<file path="config.mk">
export PLATFORM = sky130hd
export DESIGN_NAME = iob_uart_txfifo
export DESIGN_NICKNAME = d
export VERILOG_FILES = /design/src/rtl/iob_uart_txfifo.sv
export SDC_FILE = /design/constraint.sdc
export NUM_CORES = 1
export LEC_CHECK = 0
export CAP_MARGIN = 5
export CORE_MARGIN = 2
export CORE_UTILIZATION = 54
export CTS_CLUSTER_SIZE = 24
export DETAILED_ROUTE_END_ITERATION = 8
export PLACE_DENSITY = 0.76
export SLEW_MARGIN = 30
export SYNTH_ARGS = -nofsm -noshare
export SYNTH_HDL_FRONTEND = slang
export SYNTH_SLANG_ARGS = --single-unit
export TNS_END_PERCENT = 5
</file>
<file path="constraint.sdc">
create_clock -name clk_i -period 2.9 [get_ports clk_i]
set_input_delay 0.58 -clock clk_i [delete_from_list [all_inputs] [get_ports clk_i]]
set_output_delay 0.58 -clock clk_i [all_outputs]
set_load 0.02 [all_outputs]
</file>
<file path="src/rtl/iob_uart_txfifo.sv">
// Transmit FIFO sitting in front of uart_core: buffers TXDATA writes and
// hands them to the core one byte at a time whenever it reports tx_ready.
module iob_uart_txfifo #(
    parameter int DATA_W    = 8,
    parameter int ADDR_W    = 4,
    parameter int GUARD_CYC = 2
) (
    input  logic              clk_i,
    input  logic              arst_i,
    input  logic              cke_i,
    input  logic              soft_rst_i,
    input  logic              wr_en_i,
    input  logic [DATA_W-1:0] wr_data_i,
    input  logic              tx_en_i,
    input  logic              tx_ready_i,
    output logic [DATA_W-1:0] tx_data_o,
    output logic              data_write_en_o,
    output logic              full_o,
    output logic              empty_o,
    output logic [ADDR_W:0]   level_o,
    output logic              overflow_o,
    output logic [1:0]        state_o
);

    localparam int              DEPTH      = 1 << ADDR_W;
    localparam logic [ADDR_W:0] LVL_FULL   = (ADDR_W + 1)'(DEPTH);
    localparam logic [3:0]      GUARD_INIT = 4'(GUARD_CYC);

    typedef enum logic [1:0] {
        ST_IDLE  = 2'd0,
        ST_ISSUE = 2'd1,
        ST_HOLD  = 2'd2
    } state_t;

    logic [DATA_W-1:0] mem_q [DEPTH];
    logic [ADDR_W-1:0] wptr_q, wptr_d;
    logic [ADDR_W-1:0] rptr_q, rptr_d;
    logic [ADDR_W:0]   level_q, level_d;
    logic [3:0]        guard_q;
    state_t            state_q;
    logic [DATA_W-1:0] tx_data_q;
    logic              dwe_q;
    logic              overflow_q;

    logic full, empty, pop, push, drop;

    assign full  = (level_q == LVL_FULL);
    assign empty = (level_q == '0);
    assign pop   = (state_q == ST_IDLE) & tx_en_i & tx_ready_i & ~empty;
    // A full FIFO still accepts a write when the same cycle frees a slot.
    assign push  = wr_en_i & (~full | pop);
    assign drop  = wr_en_i & full & ~pop;

    always_comb begin
        wptr_d  = wptr_q;
        rptr_d  = rptr_q;
        level_d = level_q;
        if (push) wptr_d = wptr_q + 1'b1;
        if (pop)  rptr_d = rptr_q + 1'b1;
        if (push && !pop)      level_d = level_q + 1'b1;
        else if (pop && !push) level_d = level_q - 1'b1;
    end

    always_ff @(posedge clk_i) begin
        if (cke_i && !soft_rst_i && push) mem_q[wptr_q] <= wr_data_i;
    end

    always_ff @(posedge clk_i or negedge arst_i) begin
        if (!arst_i) begin
            wptr_q     <= '0;
            rptr_q     <= '0;
            level_q    <= '0;
            guard_q    <= '0;
            state_q    <= ST_IDLE;
            tx_data_q  <= '0;
            dwe_q      <= 1'b0;
            overflow_q <= 1'b0;
        end else if (cke_i) begin
            if (soft_rst_i) begin
                wptr_q     <= '0;
                rptr_q     <= '0;
                level_q    <= '0;
                guard_q    <= '0;
                state_q    <= ST_IDLE;
                dwe_q      <= 1'b0;
                overflow_q <= 1'b0;
            end else begin
                wptr_q  <= wptr_d;
                rptr_q  <= rptr_d;
                level_q <= level_d;
                if (drop) overflow_q <= 1'b1;
                case (state_q)
                    ST_IDLE: begin
                        dwe_q <= pop;
                        if (pop) begin
                            tx_data_q <= mem_q[rptr_q];
                            state_q   <= ST_ISSUE;
                        end
                    end
                    ST_ISSUE: begin
                        dwe_q   <= 1'b0;
                        guard_q <= GUARD_INIT;
                        state_q <= ST_HOLD;
                    end
                    ST_HOLD: begin
                        // The core needs a few cycles to drop tx_ready after a write.
                        dwe_q   <= 1'b0;
                        guard_q <= guard_q - 1'b1;
                        if (guard_q <= 4'd1) state_q <= ST_IDLE;
                    end
                    default: begin
                        dwe_q   <= 1'b0;
                        state_q <= ST_IDLE;
                    end
                endcase
            end
        end
    end

    assign tx_data_o       = tx_data_q;
    assign data_write_en_o = dwe_q;
    assign full_o          = full;
    assign empty_o         = empty;
    assign level_o         = level_q;
    assign overflow_o      = overflow_q;
    assign state_o         = state_q;

endmodule

</file>
# [After elaboration in Yosys (flattened, before gate mapping)]
# Memories as Yosys holds them, arrays and structs flattened. A register that Yosys moved wholly into a read port is not among the register bits.
# Index checks and enable logic that the tools add are counted.
[totals] romBits=0 latch_bits=0 mem_count=1 ff_bits=21 mem_bits_rw=128 in_bits=15 word_cells=71 out_inout_bits=19
[mem_list] name="mem_q" depth=16 width=8 rd=1 rd_ports_with_merged_regs=1 write_ports=1 line_no="35" source="logic [DATA_W-1:0] mem_q [DEPTH];"
[classes] n_reduce_logical=22 eq_ne=5 bitwise_logic=11 add_sub_neg=5 div=0 mux=19 order_cmp=1 n_shift=0 multipliers=0
[op_table] op="2-to-1 mux 4 bit" count=5
[op_table] op="2-to-1 mux 5 bit" count=3
[op_table] op="AND reduction 2 bit" count=5
[op_table] op="adder 4 x 1 -> 4 bit, second input constant" count=2
[op_table] op="case mux 4 bit (2 select lines)" count=1
[op_table] op="AND 1 bit" count=6
[op_table] op="2-to-1 mux 1 bit" count=6
[op_table] op="2-to-1 mux 2 bit" count=3
[op_table] op="!= test 3 bit, second input constant" count=2
[op_table] op="case mux 2 bit (3 select lines)" count=1
[op_table] op="nonzero test 2 bit" count=3
[op_table] op="nonzero test 3 bit" count=2
[op_table] op="adder 5 x 1 -> 5 bit, second input constant" count=1
[op_table] op="equality test 5 bit, second input constant" count=1
[op_table] op="zero test 5 bit" count=1
[op_table] op="subtractor 5 x 1 -> 5 bit, second input constant" count=1
[op_table] op="less-or-equal comparator 4 x 1 -> 1 bit, second input constant" count=1
[op_table] op="logical AND 1 bit" count=4
[op_table] op="zero test 1 bit" count=4
[op_table] op="NOT 1 bit" count=4
[op_table] op="AND reduction 4 bit" count=1
[op_table] op="subtractor 4 x 1 -> 4 bit, second input constant" count=1
[op_table] op="AND reduction 3 bit" count=1
[op_table] op="equality test 2 x 1 -> 1 bit, second input constant" count=1
[op_table] op="other kinds (3)" count=3

# [Logic depth before layout (Yosys ltp)]
# Gate-level depths: netlist of the first run.
[depth] depth_word=11 mapped_depth=10 ltp_nobuf=8

# [Worst setup path before layout of the first run]
# Ideal clock, no wire load.
[synth_timing] kind="reg2reg" start="reg level_q[0], in the netlist level_o[0]" end="reg level_q[4], in the netlist level_o[4]" period_less_slack_ns=2.786 stages_incl_launch_ff=10 slack_ns=0.114 path_buffers=1 arrival_ns=2.708 setup_ns=0.078 required_ns=2.822 cell_sequence="dfrtp_1 > or4_1 > clkbuf_1 > nand2_1 > nand3_1 > fa_1 > a21o_1 > a21oi_1 > mux4_2 > o2bb2ai_1"
[synth_via] elab_chain_cells=9 word_cells_on_any_way=18 cone_classes="2 x add/sub; 1 x eq/ne; 3 x mux; 5 x bitwise; 7 x reduce/logical"
[synth_rtl] item="start, declared" line_no="38" source="logic [ADDR_W:0] level_q, level_d;"
[synth_rtl] item="start signal, assigned" line_no="90" source="level_q <= level_d;"
[synth_rtl] item="zero test 5 bit" line_no="48" source="assign empty = (level_q == '0);"
[synth_rtl] item="NOT 1 bit" line_no="49" source="assign pop = (state_q == ST_IDLE) & tx_en_i & tx_ready_i & ~empty;"
[synth_rtl] item="AND 1 bit" line_no="49"
[synth_rtl] item="bitwise OR 1 bit" line_no="51" source="assign push = wr_en_i & (~full | pop);"
[synth_rtl] item="AND 1 bit" line_no="51"
[synth_rtl] item="zero test 1 bit" line_no="61" source="else if (pop && !push) level_d = level_q - 1'b1;"
[synth_rtl] item="logical AND 1 bit" line_no="61"
[synth_rtl] item="nonzero test 3 bit (no line)"
[synth_rtl] item="AND reduction 2 bit (no line)"
# Parallel ways exist; a longest one is shown, timed or not. The select of a mux whose other input is x is not followed.
# A chain may end at the register's enable or synchronous reset.

# [Final worst setup path of the first run]
[layout_timing] start="reg level_q[3], in the netlist level_o[3]" end="reg level_q[4], in the netlist level_o[4]"
# The elaborated chain is that of the path after synthesis.

==> impl_metrics.ini, run 1 <==
[yosys]
synth_nets = 424
synth.cell_area_um2 = 6700
synth_cell_types = 54
syn_inst = 397
synth_edf_count = 128
ys_ff_latch = 157
avgSynthCellArea_um2 = 16.88
synthFlopType = edfxtp_1
async_reset_ff_share_pct = 18.47
synth_seq_area_share_pct = 68.20
synth_warnings = 0

[placement]
post-place-ws_ns = -0.008132
place.gp.congestion = 0.8919
dp_hpwl_um = 8439
place.port_buffers = 33
place_area_um2 = 7347
dp.cells = 601

[timing]
maxSlewHeadroom_pct = 45.07
layout_setup_ws_ns = 0.1837
period_needed_ns = 2.716
hold_slack_ns = 0.5232
rsz0062_at_grt = no
setup_viol = 0
finalHoldViolCount = 0
finalCritPeriodShare_pct = 93.66
drv_slew = 0
fin_skew_ns = 0.007191
timing.fmax_mhz = 368.2
tightest_slew_ns = 0.8210
timing.setup.tns_ns = 0

[global_routing]
grt_use_met1_pct = 29.23
first_global_vias = 3876
grt_max_degree = 36
overflow = 0
antenna_found_initial = 0
met2_usage_pct = 34.66
grtUsageTotal_pct = 21.97
grt_pass1_wl_um = 21180
top_usage_layer = met2
met3_usage_pct = 5.588

[clock_tree]
clockRootBuffer = clkbuf_16
clock-sinks = 157
htreeDepth = 4
cts_tree = done
clkSlewWorstSetupHoldPaths_ns = 0.06
clock_latency_ns = 0.42
post_cts_buffers = 0
clock_path_buffers = 2
cts_buffers = 17

[route]
ant_nets = 0
vias = 3866
drc = 0
vias_per_cell = 6.107
drt_first_pass_iters = 5
drt_iter0_markers = 308
totalWireLength_um = 13520
wire_per_inst_um = 21.35

[cells_and_area]
instances_no_fill = 633
fin_nets = 479
syn2layout_area_growth_pct = 18.06
design_area_um2 = 7910
final_util_pct = 65.58
nFillCells = 823
drive_gt1_share_pct = 22.15
antenna_cells = 0

[critical_path]
critPathRequiredTime_ns = 3.24
crit_path_end_kind = flip-flop
crit_path_start_kind = flip-flop
critPathKind = flip-flop to flip-flop
cp.arrival_ns = 3.05
path_max_fanout = 5

[floorplan]
row_count = 40
core_um2 = 12060
start_util_pct = 55.55
die_h_um = 115.4
die_x_um = 115.4
num_io_pins = 34
die-area_um2 = 13310

[pwr]
power_density_nw_per_um2 = 826.2
peakVddDrop_mv = 0.3663
finalPower_mw = 6.536
cellLeakagePower_nw = 2.701

[run_status]
status = complete, no violations

[run]
maxCapViolCount = 0

[min_path]
hold_path_class = flip-flop to flip-flop
-- flip-flops by register name, indices dropped and copies added (netlist names) --
| signal | cells |
|---|---|
| guard_q | 4 |
| data_write_en_o | 1 |
| mem_q | 128 |
| state_o | 2 |
| rptr_q | 4 |
| level_o | 5 |
| overflow_o | 1 |
| wptr_q | 4 |
| tx_data_o | 8 |
-- where the power goes --
part,internal [mW],switching [mW]
Combinational,0.775,0.858
Sequential,2.60,0.211
Clock,1.26,0.837
Total,4.63,1.91
-- cells in the mapped netlist (all sizes together), types with 2 or more instances --
| cell | instances | area share, % |
|---|---|---|
| nand2 | 10 | 0.56 |
| o22ai | 22 | 2.1 |
| nor2 | 6 | 0.34 |
| o21ai | 8 | 0.60 |
| nor2b | 3 | 0.28 |
| buf | 13 | 1.0 |
| mux2i | 2 | 0.30 |
| a21oi | 14 | 1.0 |
| o211ai | 3 | 0.34 |
| nand4 | 3 | 0.28 |
| a22o | 5 | 0.65 |
| and2 | 8 | 0.75 |
| clkbuf | 11 | 0.62 |
| ha | 11 | 2.1 |
| or3 | 2 | 0.19 |
| nand3 | 11 | 0.82 |
| mux2 | 9 | 1.5 |
| nand2b | 3 | 0.28 |
| a211oi | 4 | 0.52 |
| edfxtp | 128 | 57 |
| inv | 16 | 0.90 |
| dfrtp | 29 | 11 |
| nor3 | 9 | 0.67 |
| a2bb2oi | 2 | 0.26 |
| a31oi | 3 | 0.28 |
| xor2 | 2 | 0.26 |
| mux4 | 33 | 11 |
| o221ai | 3 | 0.49 |
| a211o | 2 | 0.26 |
| nand4bb | 2 | 0.34 |
| and3 | 2 | 0.19 |
-- critical path, stage by stage, from the launching register on --
cell       delay (ns)
dfrtp_1          0.45
or4_1            0.55
nand2_1          0.15
nand3_1          0.22
fa_1             0.47
a21o_1           0.19
a21oi_1          0.15
mux4_2           0.30
o2bb2ai_1        0.15
-- routing by layer --
metal  wire length (um)  share of wire (%)  vias to the layer above
met5                  0                  0                        -
met4                278                2.1                        0
met3                763                5.6                       20
met2               6756                 50                      138
met1               5719                 42                     1999
li1                   -                  -                     1709
-- final timing paths --
path | from | end | slack [ns] | cells past startpoint
min | data_write_en_o | data_write_en_o | 0.52 | 2
min in group asynchronous | arst_i | level_o[3] | 0.57 | 2
max in group asynchronous | arst_i | rptr_q[1] | 2.01 | 2
max reg2reg | level_o[3] | level_o[4] | 0.18 | 8
max | level_o[3] | level_o[4] | 0.18 | 8
min reg2reg | data_write_en_o | data_write_en_o | 0.52 | 2
-- final cells by class --
cell class / instances / area [um2] / share of cell area, %
repair buffers: 60 / 544.3 / 6.881
multi-input cells: 199 / 1957 / 24.74
inverters: 17 / 63.81 / 0.8067
well taps: 168 / 210.2 / 2.657
flip-flops and latches: 157 / 4571 / 57.78
clock buffers: 24 / 481.7 / 6.090
clock inverters: 8 / 82.58 / 1.044
-- placed cells by master (no fill, tap or decap), types with 14 or more instances in the layout --
cell / netlist / layout
edfxtp_1: 128 / 128
mux4_2: 33 / 33
clkdlybuf4s50_1: 0 / 32
dfrtp_1: 29 / 28
buf_4: 3 / 26
o22ai_1: 22 / 22
clkbuf_16: 0 / 17
inv_1: 16 / 16
a21oi_1: 14 / 14
-- cells by family after synthesis --
kind of cell / Yosys count / share of synthesized area (%)
simple gates: 66 / 5.752
fa+ha+maj: 12 / 2.353
xor+xnor: 3 / 0.3922
flops: 157 / 68.20
mux: 44 / 12.90
compound gates: 74 / 7.806
buf+inv: 41 / 2.596
-- repair_timing --
action	CTS	global route
gates resized for setup	1	0
endpoints found under the setup margin	1	0
hold buffers	0	0
Note: power is estimated with default switching activity, not from simulation.
==> inputs of run 2 (changes only) <==
--- a/config.mk
+++ b/config.mk
@@ -5,14 +5,16 @@
 export SDC_FILE = /design/constraint.sdc
 export NUM_CORES = 1
 export LEC_CHECK = 0
+export ABC_AREA = 1
 export CAP_MARGIN = 5
 export CORE_MARGIN = 2
 export CORE_UTILIZATION = 54
 export CTS_CLUSTER_SIZE = 24
 export DETAILED_ROUTE_END_ITERATION = 8
 export PLACE_DENSITY = 0.76
+export SETUP_SLACK_MARGIN = 0.1
 export SLEW_MARGIN = 30
 export SYNTH_ARGS = -nofsm -noshare
 export SYNTH_HDL_FRONTEND = slang
 export SYNTH_SLANG_ARGS = --single-unit
-export TNS_END_PERCENT = 5
+export TNS_END_PERCENT = 30
==> impl_metrics.ini, run 2 <==
[run_status]
status = complete, no violations

[placement]
place.gp.congestion = 0.8825
dp_hpwl_um = 9767
post-place-ws_ns = 0.2779
place_area_um2 = 7412
place.port_buffers = 33

[pwr]
peakVddDrop_mv = 0.5704
power_density_nw_per_um2 = 801.1
cellLeakagePower_nw = 3.124

[yosys]
synth_top_area_cell = edfxtp_1
async_reset_ff_share_pct = 18.47
syn_inst = 638
synth_edf_count = 128
ys_ff_latch = 157
synth_nets = 665
synth_common_cells = nand2_1, edfxtp_1, nor2_1
synth_most_common_cell = nand2_1
synth.top_cells.by_area = edfxtp_1, dfrtp_1, nand2_1, nor2_1, nand3_1
synth_cell_types = 31
avgSynthCellArea_um2 = 10.75
synth_top_area_share_pct = 56.02
synth.cell_area_um2 = 6862
synth_warnings = 0
synthFlopType = edfxtp_1
synth_seq_area_share_pct = 66.59

[floorplan]
row_count = 41
die_h_um = 116.7
die-area_um2 = 13620
core_um2 = 12520
start_util_pct = 54.82
num_io_pins = 34
die_x_um = 116.7

[route]
drt_first_pass_iters = 5
drt_iter0_markers = 529
wire_per_inst_um = 17.83
totalWireLength_um = 15520
vias_per_cell = 5.622
vias = 4891
ant_nets = 0
drc = 0

[cells_and_area]
final_cell_mix = nand2_1, edfxtp_1, nor2_1, nand3_1, o21ai_0
multiInputGateArea_um2 = 2002
seq_area_um2 = 4571
final_util_pct = 64.08
design_area_um2 = 8021
fin_nets = 712
final_common_cell = nand2_1
drive_gt1_share_pct = 10.17
largest_reg_flops = 128
nFillCells = 992
antenna_cells = 0
largest-register = mem_q
syn2layout_area_growth_pct = 16.90

[critical_path]
rr_startpoint = level_o[0]
crit_path_end_kind = output pin
max_stage_delay_ns = 0.60
critPathSlowestCell = clkdlybuf4s50_1
critPathKind = flip-flop to output pin
crit_chain = nor2_1, nand3_1, inv_1, clkdlybuf4s50_1
path_buf_inv = 2
critPathRequiredTime_ns = 2.32
reg2reg_to = level_o[4]
path_max_fanout = 6
crit_path_start_kind = flip-flop
r2r_cells = 13
critPathTopFamily = buffers and inverters
cp.arrival_ns = 1.91
regToRegSetupSlack_ns = 0.61

[clock_tree]
clockRootBuffer = clkbuf_16
clock-sinks = 157
clock_path_buffers = 2
cts-resized-gates = 0
cts_tree = done
postCtsHoldBufs = 0
cts_buffers = 17
clkSlewWorstSetupHoldPaths_ns = 0.06
clock_latency_ns = 0.42
htreeDepth = 4
post_cts_buffers = 0

[timing]
timing.setup.tns_ns = 0
finalHoldViolCount = 0
period_needed_ns = 2.494
maxSlewHeadroom_pct = 49.47
rsz0062_at_grt = no
hold_slack_ns = 0.4838
layout_setup_ws_ns = 0.4059
fin_skew_ns = 0.008891
drv_slew = 0
tightest_slew_ns = 0.7556
timing.fmax_mhz = 401.0
setup_viol = 0
finalCritPeriodShare_pct = 86.00

[min_path]
min_path_cells = 2
hold_end = tx_data_o[1]
hold_path_class = flip-flop to flip-flop
hp-start = tx_data_o[1]

[global_routing]
grt_max_degree = 67
grtUsageTotal_pct = 24.83
overflow = 0
antenna_found_initial = 0
grt_pass1_wl_um = 25120
first_global_vias = 4784

[run]
maxCapViolCount = 0
==> run 2: cell count changes in the layout (fill, tap and decap cells not counted), moves of 19 or more <==
cell / delta
nand3_1: +57
nand2_1: +124
o22ai_1: -19
mux4_2: -33
nor2_1: +98
o21ai_0: +36
==> run 2: tightest hold or removal path: cells and delay by family, from the launching register on <==
family | cells | cell delay [ns]
flip-flops | 1 | 0.34
AND/OR/NAND/NOR | 2 | 0.11
==> run 2: report_power, final <==
part	internal, mW	switching (mW)
logic	0.537	0.896
registers	2.58	0.129
clock network	1.37	0.913
==> run 2: worst max-delay path by stage <==
stage                          start            to  cells after the start
after floorplan           tx_ready_i  mem_q[12][0]                      7
after global placement    tx_ready_i    level_o[4]                     14
after detailed placement     tx_en_i    level_o[4]                     14
after CTS                 level_o[0]        full_o                      4
after global routing      level_o[0]        full_o                      4
final                     level_o[0]        full_o                      4
==> run 2: cell type report <==
| type | instances | area share, % |
|---|---|---|
| sequential | 157 | 56.98 |
| multi-input combinational | 424 | 24.96 |
| timing repair buffer | 56 | 6.426 |
| clock buffer | 17 | 5.303 |
| tap | 172 | 2.683 |
| clock inverter | 15 | 2.293 |
| inverter | 29 | 1.357 |
==> run 2: logic make-up after synthesis <==
logic type,Yosys count,synth area share [%]
simple gates,334,20.73
flops,157,66.59
compound gates,72,5.379
buf+inv,57,4.230
fa+ha+maj,12,2.298
xor+xnor,6,0.7659
==> run 2: layer usage <==
| layer | global-route usage [%] | share of wire [%] |
|---|---|---|
| met5 | 0 | 0 |
| met4 | 8.863 | 2.3 |
| met3 | 4.722 | 7.0 |
| met2 | 41.35 | 51 |
| met1 | 32.97 | 40 |
==> run 2: per-stage QoR <==
stage / power (mW) / std cells
2_1_floorplan: 3.672 / 638
3_3_place_gp: 4.117 / 838
3_5_place_dp: 4.177 / 838
4_1_cts: 6.443 / 870
5_1_grt: 6.726 / 870
6_report: 6.426 / 870
==> inputs of run 3 (changes only) <==
--- a/config.mk
+++ b/config.mk
@@ -8,10 +8,9 @@
 export ABC_AREA = 1
 export CAP_MARGIN = 5
 export CORE_MARGIN = 2
-export CORE_UTILIZATION = 54
+export CORE_UTILIZATION = 45
 export CTS_CLUSTER_SIZE = 24
 export DETAILED_ROUTE_END_ITERATION = 8
-export PLACE_DENSITY = 0.76
 export SETUP_SLACK_MARGIN = 0.1
 export SLEW_MARGIN = 30
 export SYNTH_ARGS = -nofsm -noshare
==> impl_metrics.ini, run 3 (synthesis gave the netlist of run 2 again) <==
[critical_path]
cp.arrival_ns = 1.90
critPathSlowestCell = clkdlybuf4s50_1
path_max_fanout = 6
critPathKind = flip-flop to output pin
max_stage_delay_ns = 0.61
crit_chain = nor2_1, nand3_1, inv_1, clkdlybuf4s50_1
critPathRequiredTime_ns = 2.32
crit_path_start_kind = flip-flop
critPathTopFamily = buffers and inverters
path_buf_inv = 2
crit_path_end_kind = output pin

[global_routing]
met2_usage_pct = 32.43
antenna_found_initial = 0
first_global_vias = 4609
grt_max_degree = 67
grt_pass1_wl_um = 24860
met3_usage_pct = 4.732
top_usage_layer = met2
overflow = 0
grtUsageTotal_pct = 20.42
grt_use_met1_pct = 27.11

[timing]
rsz0062_at_grt = no
finalCritPeriodShare_pct = 85.61
maxSlewHeadroom_pct = 48.56
setup_viol = 0
drv_slew = 0
finalHoldViolCount = 0
fin_skew_ns = 0.007545
tightest_slew_ns = 0.7692
period_needed_ns = 2.483
timing.fmax_mhz = 402.8
timing.setup.tns_ns = 0

[placement]
place.gp.congestion = 0.9172
place.port_buffers = 33
dp.cells = 852
dp_hpwl_um = 9710

[route]
drt_iter0_markers = 488
drt_first_pass_iters = 5
totalWireLength_um = 15250
wire_per_inst_um = 17.26
vias_per_cell = 5.232
drc = 0
vias = 4625
ant_nets = 0

[pwr]
seqPwrFrac_pct = 42.4
pwr-share-clk_pct = 35.8
p_sw_mw = 1.841
peakVddDrop_mv = 0.5139
power_density_nw_per_um2 = 794.7
sw_frac_of_total_pct = 28.83
cellLeakagePower_nw = 3.111
p_int_mw = 4.543
comb_power_share_pct = 21.8

[min_path]
hold_path_class = flip-flop to flip-flop

[clock_tree]
cts_buffers = 17
clockRootBuffer = clkbuf_16
post_cts_buffers = 0
cts_tree = done
clock_latency_ns = 0.42
clock-sinks = 157
clkSlewWorstSetupHoldPaths_ns = 0.06
htreeDepth = 4
postCtsHoldBufs = 0
clock_path_buffers = 2
cts-resized-gates = 0

[cells_and_area]
multiInputGateArea_um2 = 2002
final_common_cell = nand2_1
largest_reg_flops = 128
antenna_cells = 0
nFillCells = 1307
syn2layout_area_growth_pct = 17.09
final_cell_mix = nand2_1, edfxtp_1, nor2_1, nand3_1, o21ai_0
seq_area_um2 = 4571
instances_no_fill = 884
largest-register = mem_q
drive_gt1_share_pct = 9.483
fin_nets = 710
final_util_pct = 53.44

[floorplan]
die_x_um = 127.5
core_um2 = 15030
row_count = 45
num_io_pins = 34
die_h_um = 127.5
die-area_um2 = 16250
start_util_pct = 45.64

[run_status]
status = complete, no violations

[run]
maxCapViolCount = 0
run 3: cell types whose count changed in the layout (fill, tap and decap cells not counted), moves of 2 or more:
cell / previous run / this run
inv_6: 5 / 0
buf_4: 22 / 19
clkinv_1: 3 / 5
clkinv_2: 2 / 4
run 3: worst paths after layout:
check | from | to | slack [ns] | cells past startpoint
worst max-delay path | level_o[0] | full_o | 0.42 | 4
worst min-delay path | tx_data_o[2] | tx_data_o[2] | 0.48 | 2
worst max register to register | level_o[0] | level_o[4] | 0.64 | 13
worst min register to register | tx_data_o[2] | tx_data_o[2] | 0.48 | 2
max in group asynchronous | arst_i | wptr_q[3] | 1.61 | 2
min in group asynchronous | arst_i | tx_data_o[1] | 0.61 | 1
run 3: routing by layer:
layer	share of wire (%)	vias to the layer above	routed length, um
met5	0	-	0
met4	2.4	0	364
met3	4.9	23	755
met2	49	125	7438
met1	44	2212	6695
li1	-	2265	-
run 3: through the flow:
| step | total power [mW] | hold slack [ns] | worst slack [ns] | area, um2 |
|---|---|---|---|---|
| 4_1_cts | 6.422 | 0.4885 | 0.3843 | 8034 |
| 3_5_place_dp | 4.136 | 0.4760 | 0.2940 | 7430 |
| 6_report | 6.384 | 0.4821 | 0.4173 | 8034 |
| 3_3_place_gp | 4.115 | 0.4709 | 0.3776 | 7430 |
| 2_1_floorplan | 3.672 | 0.2844 | 0.7060 | 6862 |
| 5_1_grt | 6.704 | 0.5178 | 0.2944 | 8034 |
run 3: power groups by stage:
stage | Clock (mW) | Sequential, mW | Combinational [mW]
floorplan | 0 | 2.84 | 0.829
finish | 2.28 | 2.71 | 1.39
global route | 2.42 | 2.73 | 1.56
global placement | 0 | 2.74 | 1.37
detailed placement | 0 | 2.75 | 1.39
CTS | 2.32 | 2.71 | 1.40
run 3: final cells by class:
class / count / share of cell area [%]
sequential: 157 / 56.89
multi-input combinational: 424 / 24.92
timing repair buffer: 54 / 6.385
clock buffer: 18 / 5.342
tap: 188 / 2.928
clock inverter: 14 / 2.180
inverter: 29 / 1.355
run 3: tightest hold or removal path: stages (launching register included):
cell and delay (ns):
dfrtp_1 0.34, nand2_1 0.05, nand2_1 0.06
